[src/rtl/bg_scroller.sv]
// Background sprite x-position generator: scroll left per frame, park off-screen for a pseudo-random gap, respawn at right edge.
// Outputs registered, updated on the active-tick edge; no backpressure (frame ticks are never stalled, i_run=0 freezes).
module bg_scroller #(
    parameter int         CONV      = 0,
    parameter logic [9:0] SPAWN_X   = 10'd648,
    parameter logic [5:0] MIN_GAP   = 6'd8,
    parameter logic [7:0] LFSR_SEED = 8'hA5
) (
    input  logic            clk,
    input  logic            rst,
    input  logic            i_frame_tick,
    input  logic            i_run,
    input  logic            i_restart,
    input  logic [3:0]      i_speed,
    output logic [9-CONV:0] o_xpos,
    output logic            o_passed
);

    typedef enum logic [1:0] {
        S_IDLE   = 2'd0,
        S_WAIT   = 2'd1,
        S_SCROLL = 2'd2
    } state_t;

    state_t      r_state;
    logic [9:0]  r_xpos;
    logic [5:0]  r_wait_cnt;
    logic [7:0]  r_lfsr;
    logic        r_passed;

    state_t      w_state_nxt;
    logic [9:0]  w_xpos_nxt;
    logic [5:0]  w_wait_nxt;
    logic [7:0]  w_lfsr_nxt;
    logic        w_passed_nxt;
    logic        w_active;
    logic        w_fb;
    logic [5:0]  w_reload;
    logic [9:0]  w_speed;

    assign w_active = i_frame_tick & i_run & ~i_restart;
    assign w_fb     = r_lfsr[7] ^ r_lfsr[5] ^ r_lfsr[4] ^ r_lfsr[3];
    // Gap uses the LFSR value before this tick's advance.
    assign w_reload = MIN_GAP + {1'b0, r_lfsr[4:0]};
    assign w_speed  = {6'd0, i_speed};

    always_ff @(posedge clk or posedge rst) begin
        if (rst) begin
            r_state    <= S_IDLE;
            r_xpos     <= 10'd0;
            r_wait_cnt <= 6'd0;
            r_lfsr     <= LFSR_SEED;
            r_passed   <= 1'b0;
        end else begin
            r_state    <= w_state_nxt;
            r_xpos     <= w_xpos_nxt;
            r_wait_cnt <= w_wait_nxt;
            r_lfsr     <= w_lfsr_nxt;
            r_passed   <= w_passed_nxt;
        end
    end

    always_comb begin
        w_state_nxt  = r_state;
        w_xpos_nxt   = r_xpos;
        w_wait_nxt   = r_wait_cnt;
        w_lfsr_nxt   = r_lfsr;
        w_passed_nxt = 1'b0;
        if (i_restart) begin
            w_state_nxt = S_IDLE;
            w_xpos_nxt  = 10'd0;
            w_wait_nxt  = 6'd0;
        end else if (w_active) begin
            w_lfsr_nxt = {r_lfsr[6:0], w_fb};
            case (r_state)
                S_IDLE: begin
                    w_state_nxt = S_WAIT;
                    w_wait_nxt  = w_reload;
                end
                S_WAIT: begin
                    if (r_wait_cnt != 6'd0) begin
                        w_wait_nxt = r_wait_cnt - 6'd1;
                    end else begin
                        w_state_nxt = S_SCROLL;
                        w_xpos_nxt  = SPAWN_X;
                    end
                end
                S_SCROLL: begin
                    // Park at 0: the renderer window can never match there.
                    if (r_xpos <= w_speed) begin
                        w_state_nxt  = S_WAIT;
                        w_xpos_nxt   = 10'd0;
                        w_wait_nxt   = w_reload;
                        w_passed_nxt = 1'b1;
                    end else begin
                        w_xpos_nxt = r_xpos - w_speed;
                    end
                end
                default: begin
                    w_state_nxt = S_IDLE;
                    w_xpos_nxt  = 10'd0;
                    w_wait_nxt  = 6'd0;
                end
            endcase
        end
    end

    assign o_xpos   = r_xpos[9:CONV];
    assign o_passed = r_passed;

endmodule

[config.mk]
export PLATFORM = sky130hd
export DESIGN_NAME = bg_scroller
export DESIGN_NICKNAME = d
export VERILOG_FILES = /design/src/rtl/bg_scroller.sv
export SDC_FILE = /design/constraint.sdc
export NUM_CORES = 1
export LEC_CHECK = 0
export ABC_AREA = 1
export BUFFER_PORTS_ARGS = -buffer_cell sky130_fd_sc_hd__buf_2
export CAP_MARGIN = 40
export CORE_ASPECT_RATIO = 0.8
export CORE_MARGIN = 2
export CORE_UTILIZATION = 60
export CTS_BUF_LIST = sky130_fd_sc_hd__clkbuf_2
export DETAILED_ROUTE_END_ITERATION = 16
export MAX_ROUTING_LAYER = met4
export PLACE_DENSITY_LB_ADDON = 0.25
export SYNTH_ARGS = -nofsm -noshare
export SYNTH_HDL_FRONTEND = slang
export SYNTH_SLANG_ARGS = --single-unit
export TNS_END_PERCENT = 50
[constraint.sdc]
create_clock -name clk -period 2 [get_ports clk]
set_input_delay 0.2 -clock clk [delete_from_list [all_inputs] [get_ports clk]]
set_output_delay 0.2 -clock clk [all_outputs]
set_load 0.03 [all_outputs]
==> results of run 1 <==
[metal layers]
layer  wire, µm  vias to the layer above  part of all wire  global-route usage
met5          0                        -                 0                   -
met4         25                        0            0.0063              0.0306
met3        167                        2             0.042              0.0494
met2       1770                       39              0.45               0.384
met1       1970                      766              0.50               0.360
li1           -                      858                 -                   -
[cells in the final DEF, fill, tap and decap left out, drive strengths merged]
cell type    Yosys  layout
ha              12      12
xnor2            1       1
nor3             2       2
xor2             3       3
nand4            2       2
o21ai           21      21
a21oi           12      12
buf              3      23
fa               1       1
dfstp            4       4
dfrtp           23      23
dlygate4sd3      0       1
inv             44      44
nand3           25      25
nor2            23      23
nand2           74      75
or2              2       2
mux2             1       1
clkbuf           0       4
o22ai            2       2
[worst max-delay path, cell delays in order (launching register included)]
cell and delay [ps]:
dfrtp_1 430, inv_2 50, ha_4 160, fa_2 400, inv_2 60, nand2_2 40
nand2_2 70, nand3_2 90, nand2_4 110, nand3_4 130, nand2_8 140, inv_1 40
nand2_1 40, nand2_1 40
[how the worst max path moves through the flow]
| stage | from | end | slack, ps | cells past startpoint |
|---|---|---|---|---|
| final | o_xpos[0]$_DFFE_PP0P_ | r_wait_cnt[5]$_DFFE_PP0P_ | 120 | 13 |
| after global routing | o_xpos[0]$_DFFE_PP0P_ | r_state[1]$_DFFE_PP0P_ | -10 | 12 |
| after CTS | o_xpos[0]$_DFFE_PP0P_ | o_xpos[0]$_DFFE_PP0P_ | 5 | 12 |
| after detailed placement | o_xpos[0]$_DFFE_PP0P_ | o_xpos[1]$_DFFE_PP0P_ | 50 | 12 |
| after global placement | o_xpos[0]$_DFFE_PP0P_ | o_xpos[1]$_DFFE_PP0P_ | 110 | 12 |
| after floorplan | o_xpos[0]$_DFFE_PP0P_ | r_wait_cnt[3]$_DFFE_PP0P_ | 4 | 13 |
[synth_stat cells, drive strengths merged]
library cell / instances / area share
xor2: 3 / 0.014
or2: 2 / 0.0065
nor3: 2 / 0.0052
xnor2: 1 / 0.0045
nand2: 74 / 0.16
mux2: 1 / 0.0058
dfstp: 4 / 0.055
o21ai: 21 / 0.070
fa: 1 / 0.010
o22ai: 2 / 0.0065
buf: 3 / 0.014
dfrtp: 23 / 0.30
nand3: 25 / 0.087
nor2: 23 / 0.054
ha: 12 / 0.078
nand4: 2 / 0.0065
a21oi: 12 / 0.033
inv: 44 / 0.087
[kinds of logic after synthesis]
family	count (synthesis)	share of synthesized area
mux	1	0.00585
simple gates	128	0.323
compound gates	35	0.110
xor+xnor	4	0.0182
fa+ha+maj	13	0.0884
buf+inv	47	0.101
flops	27	0.353
[power groups by stage]
| stage | Clock [mW] | Combinational (mW) | Sequential (mW) |
|---|---|---|---|
| 2_1_floorplan | 0 | 1.20 | 1.02 |
| 3_3_place_gp | 0 | 1.58 | 0.945 |
| 3_5_place_dp | 0 | 1.62 | 0.953 |
| 4_1_cts | 0.213 | 1.63 | 0.939 |
| 5_1_grt | 0.235 | 1.95 | 0.980 |
| 6_report | 0.203 | 1.71 | 0.942 |
[layout make-up]
class / count / area, µm²
well taps: 40 / 50.0
fillers: 274 / 922
repair buffers: 24 / 135
flip-flops and latches: 27 / 681
multi-input cells: 182 / 1110
inverters: 44 / 168
clock buffers: 4 / 20.0
[sequential cells by signal, indices dropped and copies added, names as in the netlist]
| signal | count |
|---|---|
| r_lfsr | 8 |
| o_xpos | 10 |
| r_wait_cnt | 6 |
| o_passed | 1 |
| r_state | 2 |
[what timing repair did]
action	4_1_cts	5_1_grt
setup endpoints to repair	0	18
setup buffers	0	1
hold endpoints to repair	13	0
gates resized for setup	0	15
hold buffers	1	0
==> flow_results.org, run 1 <==
** GRT
- Number of antenna violations at the first check in global routing :: 0
- The number of global-route vias before repair is approximately 1500.
- Combined global-route utilization of all metal layers :: 0.252
- Global route total overflow :: 0
- Entering global routing, the biggest net connects 20 pins.
- The first global-routing pass estimated 6670 µm of wire.

** Yosys
- For this run, the number of Yosys warnings is 0.
- The cell count after synthesis came out at roughly 260.
- Counting flops and latches in the post-synthesis netlist gives 27.
- Unique cell type count in the Yosys netlist :: 29
- Summing every instance area after synthesis gives slightly below 2000 µm².
- A synthesized cell averages 7.55 µm².
- Post-synthesis sequential area ratio :: 0.353
- When the netlist entered floorplanning its net count stood at 277.

** Route
- Final routed wire length divided by cell count :: roughly 12 µm
- For this run, design rule violations remaining after detail routing come to 0.
- The routed design has a little under 4000 µm of wire.
- In the routed layout, each cell is associated on average with a via count of between 5 and 6.
- After the first detailed-routing iteration, the DRC count stood at between 90 and 100.
- Pre-antenna DRT Iters :: 4
- Summing over every cut layer, the via total after detailed routing is around 1700.
- In this run the remaining antenna-violating nets after routing total 0.

** Power and ir drop
- Relative contribution of sequential cells to total power :: 0.330
- Leak Pwr :: around 1.2 nW
- Total power :: roughly 2.9 mW
- Clock Power Share :: 0.071
- Combinational power share :: 0.599
- Switching portion of total power :: 0.508
- IR analysis of the VDD net gives a maximum drop of roughly 860 µV.
- Switching component of the power :: around 1.5 mW
- Power Dens Cells :: between 1000 and 1500 nW/µm²
- Internal power comes to 1.41 mW.

** Finish
- Number of nets in the finished design :: roughly 300
- In the final layout, the share of cells above drive strength 1 is 0.270.
- The finished cells cover 2160 µm².
- The repair_antennas step left the layout with diodes totalling 0.
- Relative to the synthesized area, the layout overhead comes to 12.3%.
- Count of placed standard cells in the final layout, fillers left out :: 321
- Layout Utilization :: 0.701

** STA
- Worst hold slack :: approximately 150 ps
- The final hold violation count is 0.
- Final Worst Setup Slack :: 122 ps
- Setup repair after global routing missed its margin :: true
- Timing would allow up to 533 MHz.
- Final period utilization :: 0.939
- Largest clock skew in the final design :: between 9 and 10 ps
- Final sum of negative setup slack :: 0 ps
- For the pin with the worst max-slew slack, the measured transition is between 600 and 700 ps.
- Headroom to the max-slew limit came out at 0.542.
- Final count of pins violating max slew :: 0
- Setup violation total in the final timing report :: 0
- Minimum clock period :: 1880 ps

** Place
- The number of placed instances, taps included, is around 310.
- Post-Place Setup Slack :: ~53 ps
- Detailed placement ended at an HPWL of roughly 3100 µm.
- Port Buf Inserts :: 19
- Final Wtd Congestion :: between 0.9 and 1
- Instance area at placement :: a little over 2000 µm²

** Floorplanning
- Rows :: 18
- Measured along the x axis, the die boundary spans approximately 67 µm.
- The floorplan step set the die height to around 55 µm.
- Effective utilization at floorplan :: 0.624
- Boundary Pins :: 20
- Core region area :: around 3100 µm²
- The floorplan step defined a die boundary enclosing ~3700 µm².

** Setup path
- Startpoint types :: register
- Worst path arrival time :: 2160 ps
- The critical path is of the reg -> reg type.
- Worst-case register-to-register setup slack :: around 120 ps
- Data on the critical path is required at its endpoint by roughly 2300 ps.
- Length in cells of the worst reg-to-reg path :: 13
- In this run the worst path has a maximum fanout of 6.
- Crit end category :: register
- The worst register-to-register path begins at o_xpos[0]$_DFFE_PP0P_.
- The worst register-to-register path ends at r_wait_cnt[5]$_DFFE_PP0P_.

** Run
- Across the run, the number of max-cap violations was 0.

** Clock tree
- # clock sinks :: 27
- Clk Tree Root Cell :: clkbuf_2
- TritonCTS built the clock tree.
- CTS buffer count :: 3
- In this run the number of H-tree levels came out at 1.
- Clock transition time at the flip-flop clock pins of the worst setup and hold paths :: 240 ps
- Maximum clock path buffer count :: 2
- Later-pin clock latency in the skew report :: roughly 340 ps

** Run status
- The flow ran to the end, and the final reports show no timing, DRC or antenna violations.

** Worst hold path
- For hold timing, the worst endpoint is o_xpos[0]$_DFFE_PP0P_.
- Launch instance of the worst min-delay path :: i_speed[0]
- The worst hold path passes through 3 cells.
- The path class of the tightest hold or removal check is in -> reg.
No activity file was read; power rests on OpenSTA's default activity.
==> inputs of run 2 (changes only) <==
- CAP_MARGIN: 40 -> 10
- CORE_MARGIN: 2 -> 4
==> flow_results.org, run 2 (synthesis gave the netlist of run 1 again) <==
** Route
- Via-per-instance ratio :: 5.12 (was 5.19)
- Via total after detailed routing :: 1643 (was 1665)
- The remaining antenna violation count after routing came to 0 (unchanged).
- The final wirelength came to 3860 µm (was 3940 µm).
- Pre-antenna DRT Iters :: 4 (unchanged)
- Initial DRC count :: 71 (was 98)
- The count of unresolved DRC violations after routing was 0 (unchanged).
- Final routed wire length divided by cell count :: 12.0 µm (was 12.3 µm)

** Clock tree
- Clk Tree Root Cell :: clkbuf_2 (unchanged)
- Later-pin clock latency in the skew report :: 360 ps (was 340 ps)
- H-tree depth reported by CTS :: 1 (unchanged)
- The number of buffers inserted during clock tree synthesis came to 3 (unchanged).
- The clock sink count was 27 (unchanged).
- TritonCTS clock tree :: built (unchanged)
- Maximum clock path buffer count :: 2 (unchanged)
- Clock transition time at the flip-flop clock pins of the worst setup and hold paths :: 240 ps (about the same)

** Place
- The weighted congestion at the end of routability-driven global placement was 0.888 (was 0.913).
- Port Buf Inserts :: 19 (unchanged)
- Detail Placement HPWL :: 3020 µm (was 3110 µm)
- The placed cell area was 2070 µm² (unchanged).
- The number of placed instances with taps included was 314 (unchanged).
- The worst slack at placement came to 48.7 ps (was 53.2 ps).

** STA
- The total negative setup slack came to 0 ps (unchanged).
- Setup violation total in the final timing report :: 0 (unchanged)
- Final period utilization :: 0.929 (was 0.939)
- Setup repair after global routing missed its margin: true (unchanged).
- Worst hold slack :: 144 ps (was 151 ps)
- The transition time at the pin with the least slew margin came to 424 ps (was 686 ps).
- The final hold violation count came to 0 (unchanged).
- Headroom to the max-slew limit :: 0.715 (was 0.542)
- Minimum clock period :: 1860 ps (was 1880 ps)
- The count of pins over their slew limit is 0 (unchanged).
- The fmax was 538 MHz (was 533 MHz).
- The maximum clock skew at final layout came to 3.88 ps (was 9.17 ps).
- Final Worst Setup Slack :: 143 ps (was 122 ps)

** Setup path
- The kind of critical path is reg -> reg (unchanged).
- The delay of the slowest critical-path stage came to 410 ps (was 430 ps).
- The number of buffer and inverter stages on the critical path was 3 (unchanged).
- Launch point of the worst reg-to-reg path :: o_xpos[0]$_DFFE_PP0P_ (unchanged)
- The worst path arrival time is 2160 ps (about the same).
- Critical Path RT :: 2300 ps (was 2280 ps)
- Maximum fanout along the worst path :: 6 (unchanged)
- Startpoint types :: register (unchanged)
- Critical path's top delay family :: simple AND/OR/NAND/NOR gates (unchanged)
- Crit end category :: register (unchanged)
- The launching element of the worst setup path was o_xpos[0]$_DFFE_PP0P_ (unchanged).
- The critical-path cell with the highest stage delay is dfrtp_1 (unchanged).
- Cell chain of the critical path :: inv_1 -> ha_1 -> fa_2 -> inv_1 -> nand2_1 -> nand2_2 -> nand3_2 -> nand2_4 -> nand3_4 -> nand2_8 -> inv_1 -> nand2_1 -> nand2_1 (was inv_2 -> ha_4 -> fa_2 -> inv_2 -> nand2_2 -> nand2_2 -> nand3_2 -> nand2_4 -> nand3_4 -> nand2_8 -> inv_1 -> nand2_1 -> nand2_1)

** Power and ir drop
- Clock Power Share :: 0.075 (was 0.071)
- Relative contribution of sequential cells to total power :: 0.333 (was 0.330)
- The static power due to leakage was 1.15 nW (was 1.16 nW).
- The maximum VDD drop is 807 µV (was 856 µV).
- Switching portion of total power :: 0.507 (was 0.508)
- Total power :: 2.84 mW (was 2.86 mW)
- The part of the power in combinational logic was 0.592 (was 0.599).
- The internal power consumption came to 1.40 mW (was 1.41 mW).
- The power per cell area was 1330 nW/µm² (was 1320 nW/µm²).
- Switching component of the power :: 1.44 mW (was 1.45 mW)

** Floorplanning
- The die boundary height was 58.7 µm (was 54.7 µm).
- Boundary Pins :: 20 (unchanged)
- Effective utilization at floorplan :: 0.624 (unchanged)
- The die area is 4190 µm² (was 3680 µm²).
- The standard-cell row count was 18 (unchanged).
- The area of the core was 3090 µm² (unchanged).
- The die width came to 71.3 µm (was 67.3 µm).

** Run
- MaxCap Viol Count :: 0 (unchanged)

** Worst hold path
- Launch instance of the worst min-delay path :: i_speed[0] (unchanged)
- The path type of the worst min-delay path was in -> reg (unchanged).

** GRT
- Pin count of the biggest net entering global routing :: 28 (was 20)
- The first-pass GRT wire length came to 6440 µm (was 6670 µm).
- The global routing usage summed across all routing layers was 0.199 (was 0.252).
- Number of antenna violations at the first check in global routing :: 0 (unchanged)
- The remaining global-route overflow came to 0 (unchanged).
- The number of global-route vias before repair is 1441 (was 1471).

** Finish
- The final instance count without filler cells is 321 (unchanged).
- Layout Utilization :: 0.692 (was 0.701)
- The share of final-layout standard cells stronger than drive strength 1 is 0.249 (was 0.270).
- The antenna diode count was 0 (unchanged).
- Number of nets in the finished design :: 304 (unchanged)
- Flip-flop count of the largest register, all copies and words added :: 10 (unchanged)
- The layout overhead on the synthesized area came to 10.9% (was 12.3%).
- Post-layout instance area :: 2140 µm² (was 2160 µm²)
- Commonest cells after routing, fill and taps aside :: nand2_1 (63), inv_1 (42), dfrtp_1 (23) (was nand2_1 (61), inv_1 (40), dfrtp_1 (23))
- The most common cell after layout, fill and taps aside is nand2_1 (unchanged).

** Run status
- Status: complete, no violations (unchanged).
## run 2: cell counts in the layout (fill, tap and decap cells not counted)
Identical to the previous run, type by type.
## run 2: power groups by stage
stage | Clock [mW] | Combinational (mW) | Sequential (mW)
2_1_floorplan | 0 | 1.20 | 1.02
3_3_place_gp | 0 | 1.59 | 0.946
3_5_place_dp | 0 | 1.62 | 0.955
4_1_cts | 0.219 | 1.63 | 0.942
5_1_grt | 0.243 | 1.90 | 0.972
6_report | 0.213 | 1.68 | 0.945
## run 2: final cells by class
cell class                      count  area (µm²)
Inverter                           44         168
Multi-Input combinational cell    182        1080
Tap cell                           40        50.0
Sequential cell                    27         681
Clock buffer                        4        20.0
Timing Repair Buffer               24         135
Fill cell                         257         950
## run 2: worst paths after layout
check	endpoint	slack, ps	cells past startpoint
max reg2reg	r_wait_cnt[5]$_DFFE_PP0P_	140	13
min	o_xpos[0]$_DFFE_PP0P_	140	3
max	r_wait_cnt[5]$_DFFE_PP0P_	140	13
min in group asynchronous	o_xpos[5]$_DFFE_PP0P_	380	4
min reg2reg	r_lfsr[6]$_DFFE_PP0P_	520	2
max in group asynchronous	r_lfsr[0]$_DFFE_PP1P_	1310	4
## run 2: layer usage
layer | track usage | wire, µm | up-vias
met2 | 0.293 | 1710 | 33
met4 | 0.0402 | 40 | 0
met1 | 0.283 | 1930 | 743
met3 | 0.0427 | 181 | 4
li1 | - | - | 863
met5 | - | 0 | -
## run 2: tightest hold or removal path, cell delays in order
cell and delay [ps]:
buf_2 80, ha_1 160, o21ai_2 60
## run 2: what timing repair did
action	in CTS	in global routing
setup endpoints to repair	0	16
buffers inserted	0	1
hold endpoints to repair	23	0
hold buffers	1	0
gates resized for setup	0	5
